--- src/rtl/cfs_apb_arbiter_if.sv ---
// APB bus between the cfs_apb_arbiter (master) and the Aligner register slave.
// The address width follows the arbiter's APB_ADDR_WIDTH; the data width is fixed at 32.
interface cfs_apb_arbiter_if #(
  parameter int unsigned APB_ADDR_WIDTH = 16
) ();
  logic [APB_ADDR_WIDTH-1:0] paddr;
  logic                      pwrite;
  logic                      psel;
  logic                      penable;
  logic [31:0]               pwdata;
  logic                      pready;
  logic [31:0]               prdata;
  logic                      pslverr;

  modport master (
    output paddr,
    output pwrite,
    output psel,
    output penable,
    output pwdata,
    input  pready,
    input  prdata,
    input  pslverr
  );

  modport slave (
    input  paddr,
    input  pwrite,
    input  psel,
    input  penable,
    input  pwdata,
    output pready,
    output prdata,
    output pslverr
  );
endinterface

--- src/rtl/cfs_apb_arbiter.sv ---
// Round-robin APB master sharing one APB slave between NUM_REQ req/rsp requesters.
// Optional ACCESS timeout is enabled by defining CFS_APB_ARB_TIMEOUT_EN.
module cfs_apb_arbiter #(
  parameter int unsigned NUM_REQ        = 2,
  parameter int unsigned APB_ADDR_WIDTH = 16,
  parameter int unsigned TIMEOUT_CYCLES = 16
) (
  input  logic                              pclk,
  input  logic                              preset,
  input  logic [NUM_REQ-1:0]                req_valid,
  input  logic [NUM_REQ-1:0]                req_write,
  input  logic [NUM_REQ*APB_ADDR_WIDTH-1:0] req_addr,
  input  logic [NUM_REQ*32-1:0]             req_wdata,
  output logic [NUM_REQ-1:0]                req_ready,
  output logic [NUM_REQ-1:0]                rsp_valid,
  output logic [31:0]                       rsp_rdata,
  output logic                              rsp_err,
  output logic                              busy,
  cfs_apb_arbiter_if.master                 apb
);

  localparam int unsigned APB_DATA_WIDTH = 32;
  localparam int unsigned GW             = $clog2(NUM_REQ);

  if (NUM_REQ < 2 || NUM_REQ > 8 || TIMEOUT_CYCLES == 0 || TIMEOUT_CYCLES > 256)
  begin : g_param_check
    $error("cfs_apb_arbiter: illegal parameter value");
  end

  typedef enum logic [1:0] {StIdle, StSetup, StAccess} state_e;

  state_e                    state_q, state_d;
  logic [APB_ADDR_WIDTH-1:0] paddr_q, paddr_d;
  logic [APB_DATA_WIDTH-1:0] pwdata_q, pwdata_d;
  logic                      pwrite_q, pwrite_d;
  logic                      psel_q, psel_d;
  logic                      penable_q, penable_d;
  logic [NUM_REQ-1:0]        req_ready_q, req_ready_d;
  logic [NUM_REQ-1:0]        rsp_valid_q, rsp_valid_d;
  logic [APB_DATA_WIDTH-1:0] rsp_rdata_q, rsp_rdata_d;
  logic                      rsp_err_q, rsp_err_d;
  logic                      busy_q, busy_d;
  logic [NUM_REQ-1:0]        grant_q, grant_d;
  logic [GW-1:0]             last_grant_q, last_grant_d;
  logic                      timeout_hit;

  logic                      grant_found;
  logic [NUM_REQ-1:0]        grant_oh;
  logic [GW-1:0]             grant_idx;
  logic [APB_ADDR_WIDTH-1:0] win_addr;
  logic [APB_DATA_WIDTH-1:0] win_wdata;
  logic                      win_write;

  // Rotating priority: first set req_valid bit from last_grant+1 upward, wrapping.
  always_comb begin
    grant_found = 1'b0;
    grant_oh    = '0;
    grant_idx   = '0;
    win_addr    = '0;
    win_wdata   = '0;
    win_write   = 1'b0;
    for (int k = 1; k <= int'(NUM_REQ); k++) begin
      for (int j = 0; j < int'(NUM_REQ); j++) begin
        if (!grant_found && req_valid[j] &&
            (j == (int'(last_grant_q) + k) % int'(NUM_REQ))) begin
          grant_found = 1'b1;
          grant_oh[j] = 1'b1;
          grant_idx   = j[GW-1:0];
          win_addr    = req_addr[j*APB_ADDR_WIDTH +: APB_ADDR_WIDTH];
          win_wdata   = req_wdata[j*APB_DATA_WIDTH +: APB_DATA_WIDTH];
          win_write   = req_write[j];
        end
      end
    end
  end

`ifdef CFS_APB_ARB_TIMEOUT_EN
  logic [7:0] timeout_cnt_q;

  always_ff @(posedge pclk) begin
    if (preset) begin
      timeout_cnt_q <= 8'd0;
    end else if (state_q == StSetup) begin
      timeout_cnt_q <= 8'd0;
    end else if (state_q == StAccess && !apb.pready) begin
      timeout_cnt_q <= timeout_cnt_q + 8'd1;
    end
  end

  // Fires on the TIMEOUT_CYCLES-th consecutive wait cycle.
  assign timeout_hit = (state_q == StAccess) && !apb.pready &&
                       (timeout_cnt_q == 8'(TIMEOUT_CYCLES - 1));
`else
  assign timeout_hit = 1'b0;
`endif

  always_comb begin
    state_d      = state_q;
    paddr_d      = paddr_q;
    pwdata_d     = pwdata_q;
    pwrite_d     = pwrite_q;
    psel_d       = psel_q;
    penable_d    = penable_q;
    grant_d      = grant_q;
    last_grant_d = last_grant_q;
    req_ready_d  = '0;
    rsp_valid_d  = '0;
    rsp_rdata_d  = '0;
    rsp_err_d    = 1'b0;
    unique case (state_q)
      StIdle: begin
        if (grant_found) begin
          state_d      = StSetup;
          paddr_d      = win_addr;
          pwdata_d     = win_wdata;
          pwrite_d     = win_write;
          psel_d       = 1'b1;
          penable_d    = 1'b0;
          req_ready_d  = grant_oh;
          grant_d      = grant_oh;
          last_grant_d = grant_idx;
        end
      end
      StSetup: begin
        state_d   = StAccess;
        penable_d = 1'b1;
      end
      StAccess: begin
        if (apb.pready) begin
          state_d     = StIdle;
          psel_d      = 1'b0;
          penable_d   = 1'b0;
          rsp_valid_d = grant_q;
          rsp_rdata_d = pwrite_q ? '0 : apb.prdata;
          rsp_err_d   = apb.pslverr;
        end else if (timeout_hit) begin
          state_d     = StIdle;
          psel_d      = 1'b0;
          penable_d   = 1'b0;
          rsp_valid_d = grant_q;
          rsp_err_d   = 1'b1;
        end
      end
      default: state_d = StIdle;
    endcase
    busy_d = (state_d != StIdle);
  end

  always_ff @(posedge pclk) begin
    if (preset) begin
      state_q      <= StIdle;
      paddr_q      <= '0;
      pwdata_q     <= '0;
      pwrite_q     <= 1'b0;
      psel_q       <= 1'b0;
      penable_q    <= 1'b0;
      req_ready_q  <= '0;
      rsp_valid_q  <= '0;
      rsp_rdata_q  <= '0;
      rsp_err_q    <= 1'b0;
      busy_q       <= 1'b0;
      grant_q      <= '0;
      last_grant_q <= GW'(NUM_REQ - 1);
    end else begin
      state_q      <= state_d;
      paddr_q      <= paddr_d;
      pwdata_q     <= pwdata_d;
      pwrite_q     <= pwrite_d;
      psel_q       <= psel_d;
      penable_q    <= penable_d;
      req_ready_q  <= req_ready_d;
      rsp_valid_q  <= rsp_valid_d;
      rsp_rdata_q  <= rsp_rdata_d;
      rsp_err_q    <= rsp_err_d;
      busy_q       <= busy_d;
      grant_q      <= grant_d;
      last_grant_q <= last_grant_d;
    end
  end

  assign apb.paddr   = paddr_q;
  assign apb.pwdata  = pwdata_q;
  assign apb.pwrite  = pwrite_q;
  assign apb.psel    = psel_q;
  assign apb.penable = penable_q;
  assign req_ready   = req_ready_q;
  assign rsp_valid   = rsp_valid_q;
  assign rsp_rdata   = rsp_rdata_q;
  assign rsp_err     = rsp_err_q;
  assign busy        = busy_q;

endmodule

--- src/flat_wrapper.sv ---
// flat-port wrapper written by rule: the top's interface ports become plain ports
module cfs_apb_arbiter_flat 
#(
  parameter int unsigned NUM_REQ        = 2,
  parameter int unsigned APB_ADDR_WIDTH = 16,
  parameter int unsigned TIMEOUT_CYCLES = 16
)
  (pclk, preset, req_valid, req_write, req_addr, req_wdata, req_ready, rsp_valid, rsp_rdata, rsp_err, busy, apb_paddr, apb_pwrite, apb_psel, apb_penable, apb_pwdata, apb_pready, apb_prdata, apb_pslverr);
  cfs_apb_arbiter_if #(.APB_ADDR_WIDTH(APB_ADDR_WIDTH)) apb_i ();
  input  logic pclk;
  input  logic preset;
  input  logic [NUM_REQ-1:0] req_valid;
  input  logic [NUM_REQ-1:0] req_write;
  input  logic [NUM_REQ*APB_ADDR_WIDTH-1:0] req_addr;
  input  logic [NUM_REQ*32-1:0] req_wdata;
  output logic [NUM_REQ-1:0] req_ready;
  output logic [NUM_REQ-1:0] rsp_valid;
  output logic [31:0] rsp_rdata;
  output logic rsp_err;
  output logic busy;
  output wire logic [$bits(apb_i.paddr)-1:0] apb_paddr;
  output wire logic [$bits(apb_i.pwrite)-1:0] apb_pwrite;
  output wire logic [$bits(apb_i.psel)-1:0] apb_psel;
  output wire logic [$bits(apb_i.penable)-1:0] apb_penable;
  output wire logic [$bits(apb_i.pwdata)-1:0] apb_pwdata;
  input wire logic [$bits(apb_i.pready)-1:0] apb_pready;
  input wire logic [$bits(apb_i.prdata)-1:0] apb_prdata;
  input wire logic [$bits(apb_i.pslverr)-1:0] apb_pslverr;
  assign apb_paddr = apb_i.paddr;
  assign apb_pwrite = apb_i.pwrite;
  assign apb_psel = apb_i.psel;
  assign apb_penable = apb_i.penable;
  assign apb_pwdata = apb_i.pwdata;
  assign apb_i.pready = apb_pready;
  assign apb_i.prdata = apb_prdata;
  assign apb_i.pslverr = apb_pslverr;
  cfs_apb_arbiter #(.NUM_REQ(NUM_REQ), .APB_ADDR_WIDTH(APB_ADDR_WIDTH), .TIMEOUT_CYCLES(TIMEOUT_CYCLES)) u_core (.pclk(pclk), .preset(preset), .req_valid(req_valid), .req_write(req_write), .req_addr(req_addr), .req_wdata(req_wdata), .req_ready(req_ready), .rsp_valid(rsp_valid), .rsp_rdata(rsp_rdata), .rsp_err(rsp_err), .busy(busy), .apb(apb_i));
endmodule
--- config.mk ---
export PLATFORM = sky130hd
export DESIGN_NAME = cfs_apb_arbiter_flat
export DESIGN_NICKNAME = d
export VERILOG_FILES = /design/src/rtl/cfs_apb_arbiter_if.sv /design/src/rtl/cfs_apb_arbiter.sv /design/src/flat_wrapper.sv
export SDC_FILE = /design/constraint.sdc
export NUM_CORES = 1
export LEC_CHECK = 0
export BUFFER_PORTS_ARGS = -buffer_cell sky130_fd_sc_hd__buf_4
export CORE_AREA = 2 2 139 107
export DETAILED_ROUTE_END_ITERATION = 12
export DIE_AREA = 0 0 141 109
export GPL_TIMING_DRIVEN = 1
export HOLD_SLACK_MARGIN = 0.05
export SLEW_MARGIN = 20
export SYNTH_ARGS = -nofsm -noshare
export SYNTH_HDL_FRONTEND = slang
export SYNTH_SLANG_ARGS = --single-unit
--- constraint.sdc ---
create_clock -name pclk -period 3.78 [get_ports pclk]
set_input_delay 0 -clock pclk [delete_from_list [all_inputs] [get_ports pclk]]
set_output_delay 0 -clock pclk [all_outputs]
set_load 0.01 [all_outputs]
==> results of run 1 <==
worst max path at each step:
stage	cells past startpoint	slack, ns	start	to
final	6	1.54	preset	u_core.apb.pwdata[2]
after global routing	3	1.35	u_core.state_q[0]	u_core.apb.pwdata[11]
after CTS	3	1.23	u_core.state_q[0]	u_core.apb.pwdata[6]
after detailed placement	3	1.24	u_core.state_q[0]	u_core.apb.pwdata[6]
after global placement	3	1.40	u_core.state_q[0]	u_core.apb.pwdata[9]
after floorplan	5	2.28	u_core.state_q[0]	u_core.apb.paddr[12]
cell families after synthesis:
family / Yosys count
simple gates: 77
compound gates: 113
flops: 94
buf+inv: 56
critical path, stage by stage:
cell and delay, ns:
dlygate4sd3_1 0.53, buf_4 0.25, or3_1 0.34, buf_4 0.23, nor3b_4 0.85, a221o_2 0.30
metal layers:
metal / GRT usage / vias to the layer above
met1: 0.169 / 1714
met4: 0.0507 / 0
met5: 0 / -
met2: 0.260 / 151
li1: - / 1807
met3: 0.0496 / 22
sequential cells by signal, summed over array words and instances, names as in the netlist:
name,count
u_core.apb.pwrite,1
u_core.grant_q,2
u_core.rsp_err,1
u_core.apb.penable,1
u_core.apb.pwdata,32
u_core.req_ready,2
u_core.apb.psel,1
u_core.apb.paddr,16
u_core.last_grant_q,1
u_core.rsp_rdata,32
u_core.busy,1
u_core.rsp_valid,2
u_core.state_q,2
final cells by class:
type,count,share of cell area
timing repair buffer,300,0.387
sequential,94,0.299
multi-input combinational,190,0.216
clock buffer,10,0.0364
tap,180,0.0358
inverter,23,0.0137
clock inverter,6,0.0119
through the flow:
step	cells	power, W
6_report	803	0.00258
5_1_grt	803	0.00270
4_1_cts	803	0.00261
3_5_place_dp	713	0.00160
3_3_place_gp	713	0.00159
2_1_floorplan	340	0.00134
power groups by stage:
| stage | Clock (W) | Combinational, W | Sequential (W) |
|---|---|---|---|
| 2_1_floorplan | 0 | 0.000186 | 0.00116 |
| 3_3_place_gp | 0 | 0.000457 | 0.00114 |
| 3_5_place_dp | 0 | 0.000468 | 0.00113 |
| 4_1_cts | 0.000971 | 0.000531 | 0.00111 |
| 5_1_grt | 0.00100 | 0.000578 | 0.00112 |
| 6_report | 0.000930 | 0.000532 | 0.00111 |
placed cells by master (no fill, tap or decap):
master,instances
and2_1,36
a32oi_1,26
buf_4,226
o21ai_0,2
nor2_1,2
nor3_1,25
dlygate4sd3_1,74
nor2b_1,2
clkinvlp_4,1
a21oi_4,1
a21o_1,2
a21boi_4,1
inv_6,3
a221o_2,8
nor4_2,1
or2b_1,1
or3_1,1
clkbuf_1,1
a21bo_1,1
a31oi_1,2
nand2_1,4
a221o_1,16
nand2b_1,2
inv_1,23
dfxtp_1,94
clkbuf_16,9
nor2_4,1
inv_8,1
nor3b_4,1
a211oi_1,26
or2_2,1
a21oi_1,28
bufinv_16,1
timing repair:
action / in CTS / in global routing
hold endpoints to repair: 75 / 0
hold buffers: 74 / 0
setup buffers: 0 / 0
==> summary.txt, run 1 <==
Global route
  • Number of global-route vias before repair: 3614
  • Gr usage total: 0.147
  • Initial antenna violation count: 0
  • First-pass GRT wire length: 17900 µm
  • Largest net degree at the start of global routing: 37
  • Gr ovfl total: 0

Detailed routing
  • Met1 wire length: 5010 µm
  • Post-DR wirelength/cell: ~15 µm
  • Met3 routed WL: roughly 870 µm
  • First DRT Iteration DRCs: around 140
  • Count of antenna-violating nets left after detailed routing: 0
  • Drt total wl: between 10000 and 15000 µm
  • DR vias: between 3000 and 4000
  • Residual DRC: 0
  • DRT Pass-1 Iters: 4
  • Highest metal used: met4
  • Via/cell ratio: 4.60
  • Wire length on met2: 5960 µm

Power and ir drop
  • Clk pwr share: 0.361
  • Sw frac: 0.266
  • NetSw: approximately 0.00069 W
  • Worst VDD drop: 0.000211 V
  • P_int: 0.00189 W
  • Sequential Power Share: 0.433
  • Combinational group share of total power: 0.207
  • PwrDens: 410 nW/µm²
  • P_leak: 2.87 nW

Floorplan
  • Die height: 109 µm
  • IO Pins: between 200 and 250
  • Row cnt: 38
  • Chip width: 141 µm
  • CORE AREA: between 10000 and 15000 µm²
  • Starting density of the core: 0.245
  • Full die area: between 15000 and 20000 µm²

Yosys
  • Compound-Gate Fraction of Synth Area: 0.254
  • Synth Register Bits: 94
  • Register area share after synthesis: 0.545
  • Synth Area in Adders: 0
  • Most frequent cell after synthesis: dfxtp_1
  • Syn Area/Cell: 10.2 µm²
  • Post-Synthesis Cell Area: 3450 µm²
  • EDFF count, synth: 0
  • Synth unique cells: 27
  • Top cells by area, synth: dfxtp_1, a32oi_1, and2_1
  • Async set-reset flop share out of synthesis: 0
  • Multiplexer share of the synthesized area: 0
  • Synth Area in XOR/XNOR: 0
  • Main synth FF type: dfxtp_1
  • Syn Nets: 476
  • Syn Inst Count: 340
  • YS warnings: 0
  • Area share of the largest cell type after synthesis: 0.545
  • Main combinational cell family by area after synthesis: compound AO/OA/AOI/OAI gates
  • Simple-Gate Fraction of Synth Area: 0.129
  • Post-synth top cells: dfxtp_1, and2_1, a21oi_1
  • Cell taking the most area after synthesis: dfxtp_1

Worst hold path
  • HP Start: req_wdata[37]
  • Hold Path End: u_core.apb.pwdata[5]
  • Worst hold stages: 3
  • Class of the worst hold path: in -> reg

Critical path
  • Crit end category: flip-flop
  • Endpoint of the worst-slack reg-to-reg timing path: u_core.apb.pwdata[2]
  • R2r setup slk: 1.55 ns
  • Worst Setup Path Type: in -> reg
  • Startpoint class of the critical path: input pin
  • Worst R2R Path Depth: 4
  • CP Data Required Time: 4.07 ns
  • Critical-path maximum fanout: 36
  • Worst path arrival time: 2.53 ns
  • FF-to-FF Start: u_core.state_q[0]

Final layout
  • Fillers: around 1300
  • Cell area after layout: 6290 µm²
  • Antenna diode count: 0
  • P&R area growth vs syn: 82.1%
  • Area of the multi-input gates: 1360 µm²
  • Final nets: 754
  • Reg area: 1880 µm²
  • Utilization after layout: 0.446
  • Share of cells above drive strength 1: 0.409

Place
  • RD Place Congestion: 0.779
  • DPL Wire Length: 8090 µm
  • Area post-placement: roughly 5200 µm²
  • Setup WS pre-CTS: 1.24 ns
  • Port buffer count: 224

Timing
  • Setup TNS: 0 ns
  • Final Max Slew Viols: 0
  • Worst Tran Pin Value: 1.03 ns
  • Tcrit/Tclk final: 0.592
  • RSZ-0062 raised after global routing: false
  • Setup Skew: 0.00727 ns
  • FMAX: between 400 and 500 MHz
  • Final Hold Slack: around 0.059 ns
  • Setup WS post-layout: around 1.5 ns
  • Rel. slew slack: 0.313
  • Period minus WS final: 2.24 ns
  • Final setup viols: 0
  • Final Hold Fails: 0

Clock network
  • Worst-Skew Late Latency: about 0.34 ns
  • Clock buffer depth: 2
  • CTS tree: built
  • CTS sink count: between 90 and 100
  • CTS Buf Count: 9
  • Clk root buf: clkbuf_16
  • Post-CTS sizing: 0
  • Clock slew at reported path FFs: 0.07 ns
  • CTS H-tree lvls: 3

Outcome
  • Status: finished, final reports clean

Run
  • Max-cap viol count: 0
Note: power is estimated with default switching activity, not from simulation.
==> inputs of run 2 (changes only) <==
Clock period 3.78 ns to 2.21 ns, I/O delays scaled along.
==> run 2 against run 1 <==
Effect of this change: first-iteration DRC count is 29% lower; sequential power is 71% higher; core utilization increased by 0.92 points; hold slack better by 0.0065 ns; total power up 70%; critical path type unchanged; worst setup slack lost 1.5 ns; combinational power rose by 75%; sequential share of layout area down 0.61 points.
==> summary.txt, run 2 (synthesized netlist as in run 1, its figures left out) <==
Global route
  • First-pass GRT wire length: 18400 µm (was 17900 µm)
  • Met1 Resource Use GR: 0.170 (was 0.169)
  • Met3 Use GR: 0.0487 (was 0.0496)
  • Largest net degree at the start of global routing: 37 (unchanged)
  • GRT busiest layer: met2 (unchanged)
  • Number of global-route vias before repair: 3861 (was 3614)
  • Gr ovfl total: 0 (unchanged)
  • Met2 GRT Util: 0.268 (was 0.260)
  • Initial antenna violation count: 0 (unchanged)
  • Gr usage total: 0.151 (was 0.147)

Critical path
  • CP Data Required Time: 2.51 ns (was 4.07 ns)
  • Slowest cell on crit path: dlygate4sd3_1 (was nor3b_4)
  • Worst Setup Path Type: in -> reg (unchanged)
  • Worst path arrival time: 2.44 ns (was 2.53 ns)
  • Crit end category: flip-flop (unchanged)
  • Startpoint class of the critical path: input pin (unchanged)
  • CP max stage delay: 0.54 ns (was 0.85 ns)
  • Critical-path cell list: dlygate4sd3_1 > buf_4 > or3_1 > nor3b_4 > buf_4 > a221o_1 > dlygate4sd3_1 (was dlygate4sd3_1 > buf_4 > or3_1 > buf_4 > nor3b_4 > a221o_2)
  • Critical-path maximum fanout: 36 (unchanged)

Place
  • DPL Wire Length: 7770 µm (was 8090 µm)
  • RD Place Congestion: 0.772 (was 0.779)
  • Port buffer count: 224 (unchanged)
  • Setup WS pre-CTS: 0.454 ns (was 1.24 ns)

Final layout
  • Most frequent cells in the layout: buf_4, dfxtp_1, dlygate4sd3_1, and2_1, a21oi_1 (unchanged)
  • Share of cells above drive strength 1: 0.411 (was 0.409)
  • Antenna diode count: 0 (unchanged)
  • Fillers: 1326 (was 1337)
  • Final nets: 771 (was 754)
  • Commonest non-fill, non-tap cell in the layout: buf_4 (unchanged)
  • P&R area growth vs syn: 85.9% (was 82.1%)

Clock network
  • Clk root buf: clkbuf_16 (unchanged)
  • CTS tree: built (unchanged)
  • Worst-Skew Late Latency: 0.35 ns (was 0.34 ns)
  • CTS H-tree lvls: 3 (unchanged)
  • CTS sink count: 94 (unchanged)
  • Setup Buffers After CTS: 0 (unchanged)
  • CTS Buf Count: 9 (unchanged)
  • Clock slew at reported path FFs: 0.08 ns (was 0.07 ns)
  • Clock buffer depth: 2 (unchanged)

Run
  • Max-cap viol count: 0 (unchanged)

Timing
  • Tcrit/Tclk final: 0.968
  • RSZ-0062 raised after global routing: false (unchanged)
  • Setup TNS: 0 ns (unchanged)
  • Setup Skew: 0.0115 ns (was 0.00727 ns)
  • Period minus WS final: 2.14 ns
  • Setup WS post-layout: 0.0703 ns (was 1.54 ns)
  • Worst Tran Pin Value: 1.01 ns (was 1.03 ns)
  • Rel. slew slack: 0.329 (was 0.313)
  • Final Max Slew Viols: 0 (unchanged)
  • Final setup viols: 0 (unchanged)
  • FMAX: 467 MHz
  • Final Hold Fails: 0 (unchanged)

Detailed routing
  • Post-DR wirelength/cell: 14.6 µm (was 15.0 µm)
  • DR vias: 3761 (was 3694)
  • Count of antenna-violating nets left after detailed routing: 0 (unchanged)
  • DRT Pass-1 Iters: 4 (unchanged)
  • First DRT Iteration DRCs: 99 (was 139)
  • Drt total wl: 12000 µm (was 12100 µm)
  • Via/cell ratio: 4.59 (was 4.60)
  • Residual DRC: 0 (unchanged)

Power and ir drop
  • Total Power: 0.00439 W (was 0.00258 W)
  • P_leak: 2.94 nW (was 2.87 nW)
  • PwrDens: 684 nW/µm² (was 410 nW/µm²)
  • Worst VDD drop: 0.000359 V (was 0.000211 V)

Outcome
  • Status: finished, final reports clean (unchanged)

Floorplan
  • Starting density of the core: 0.245 (unchanged)
  • Die height: 109 µm (unchanged)
  • Full die area: 15400 µm² (unchanged)
  • Row cnt: 38 (unchanged)
  • IO Pins: 225 (unchanged)
  • CORE AREA: 14100 µm² (unchanged)
  • Chip width: 141 µm (unchanged)

Worst hold path
  • Class of the worst hold path: in -> reg (unchanged)
## run 2: cell types whose count changed in the layout (fill, tap and decap cells not counted), moves of 2 or more
| cell | before | now |
|---|---|---|
| dlygate4sd3_1 | 74 | 84 |
| inv_6 | 3 | 1 |
| buf_4 | 226 | 233 |
| inv_8 | 1 | 3 |
| clkinv_4 | 0 | 2 |
## run 2: critical path: cells and delay by family
family,cells,cell delay [ns]
and+or+nand+nor,2,0.58
AOI/OAI and AO/OA,1,0.19
buffers and inverters,4,1.63
## run 2: routing by layer
metal  up-vias  wire length, µm
li1       1843                -
met1      1738             4910
met2       160             6000
met3        20              845
met4         0              226
met5         -                0
## run 2: stage by stage
| step | util | hold WS, ns | cell area [µm²] | instances |
|---|---|---|---|---|
| 2_1_floorplan | - | 0.122 | 3450 | 340 |
| 3_3_place_gp | 0.374 | 0.201 | 5280 | 720 |
| 3_5_place_dp | 0.374 | 0.205 | 5280 | 720 |
| 4_1_cts | 0.455 | 0.0502 | 6420 | 820 |
| 5_1_grt | 0.455 | 0.0624 | 6420 | 820 |
| 6_report | 0.455 | 0.0653 | 6420 | 820 |
## run 2: area by class of cell
cell class,count,area [µm²],area share
multi-input cells,190,1340,0.208
clock buffers,9,225,0.0351
inverters,23,86.3,0.0134
clock inverters,7,76.3,0.0119
repair buffers,317,2590,0.403
well taps,180,225,0.0351
flip-flops and latches,94,1880,0.293
## run 2: where the power goes
part,leakage (nW),internal (W),switching (W)
Combinational,2.02,0.000538,0.000395
Sequential,0.770,0.00182,0.0000804
Clock,0.149,0.000805,0.000751
## run 2: final timing paths
path,startpoint,slack (ns),end,cells past startpoint
worst max-delay path,preset,0.07,u_core.apb.paddr[3],7
worst min-delay path,req_wdata[5],0.07,u_core.apb.pwdata[5],3
worst max register to register,u_core.state_q[0],0.10,u_core.apb.paddr[3],5
worst min register to register,u_core.grant_q[0],0.45,u_core.grant_q[0],1
## run 2: timing repair
| action | 4_1_cts | 5_1_grt |
|---|---|---|
| resized for setup | 0 | 0 |
| hold buffers | 84 | 0 |
| hold endpoints to repair | 82 | 0 |
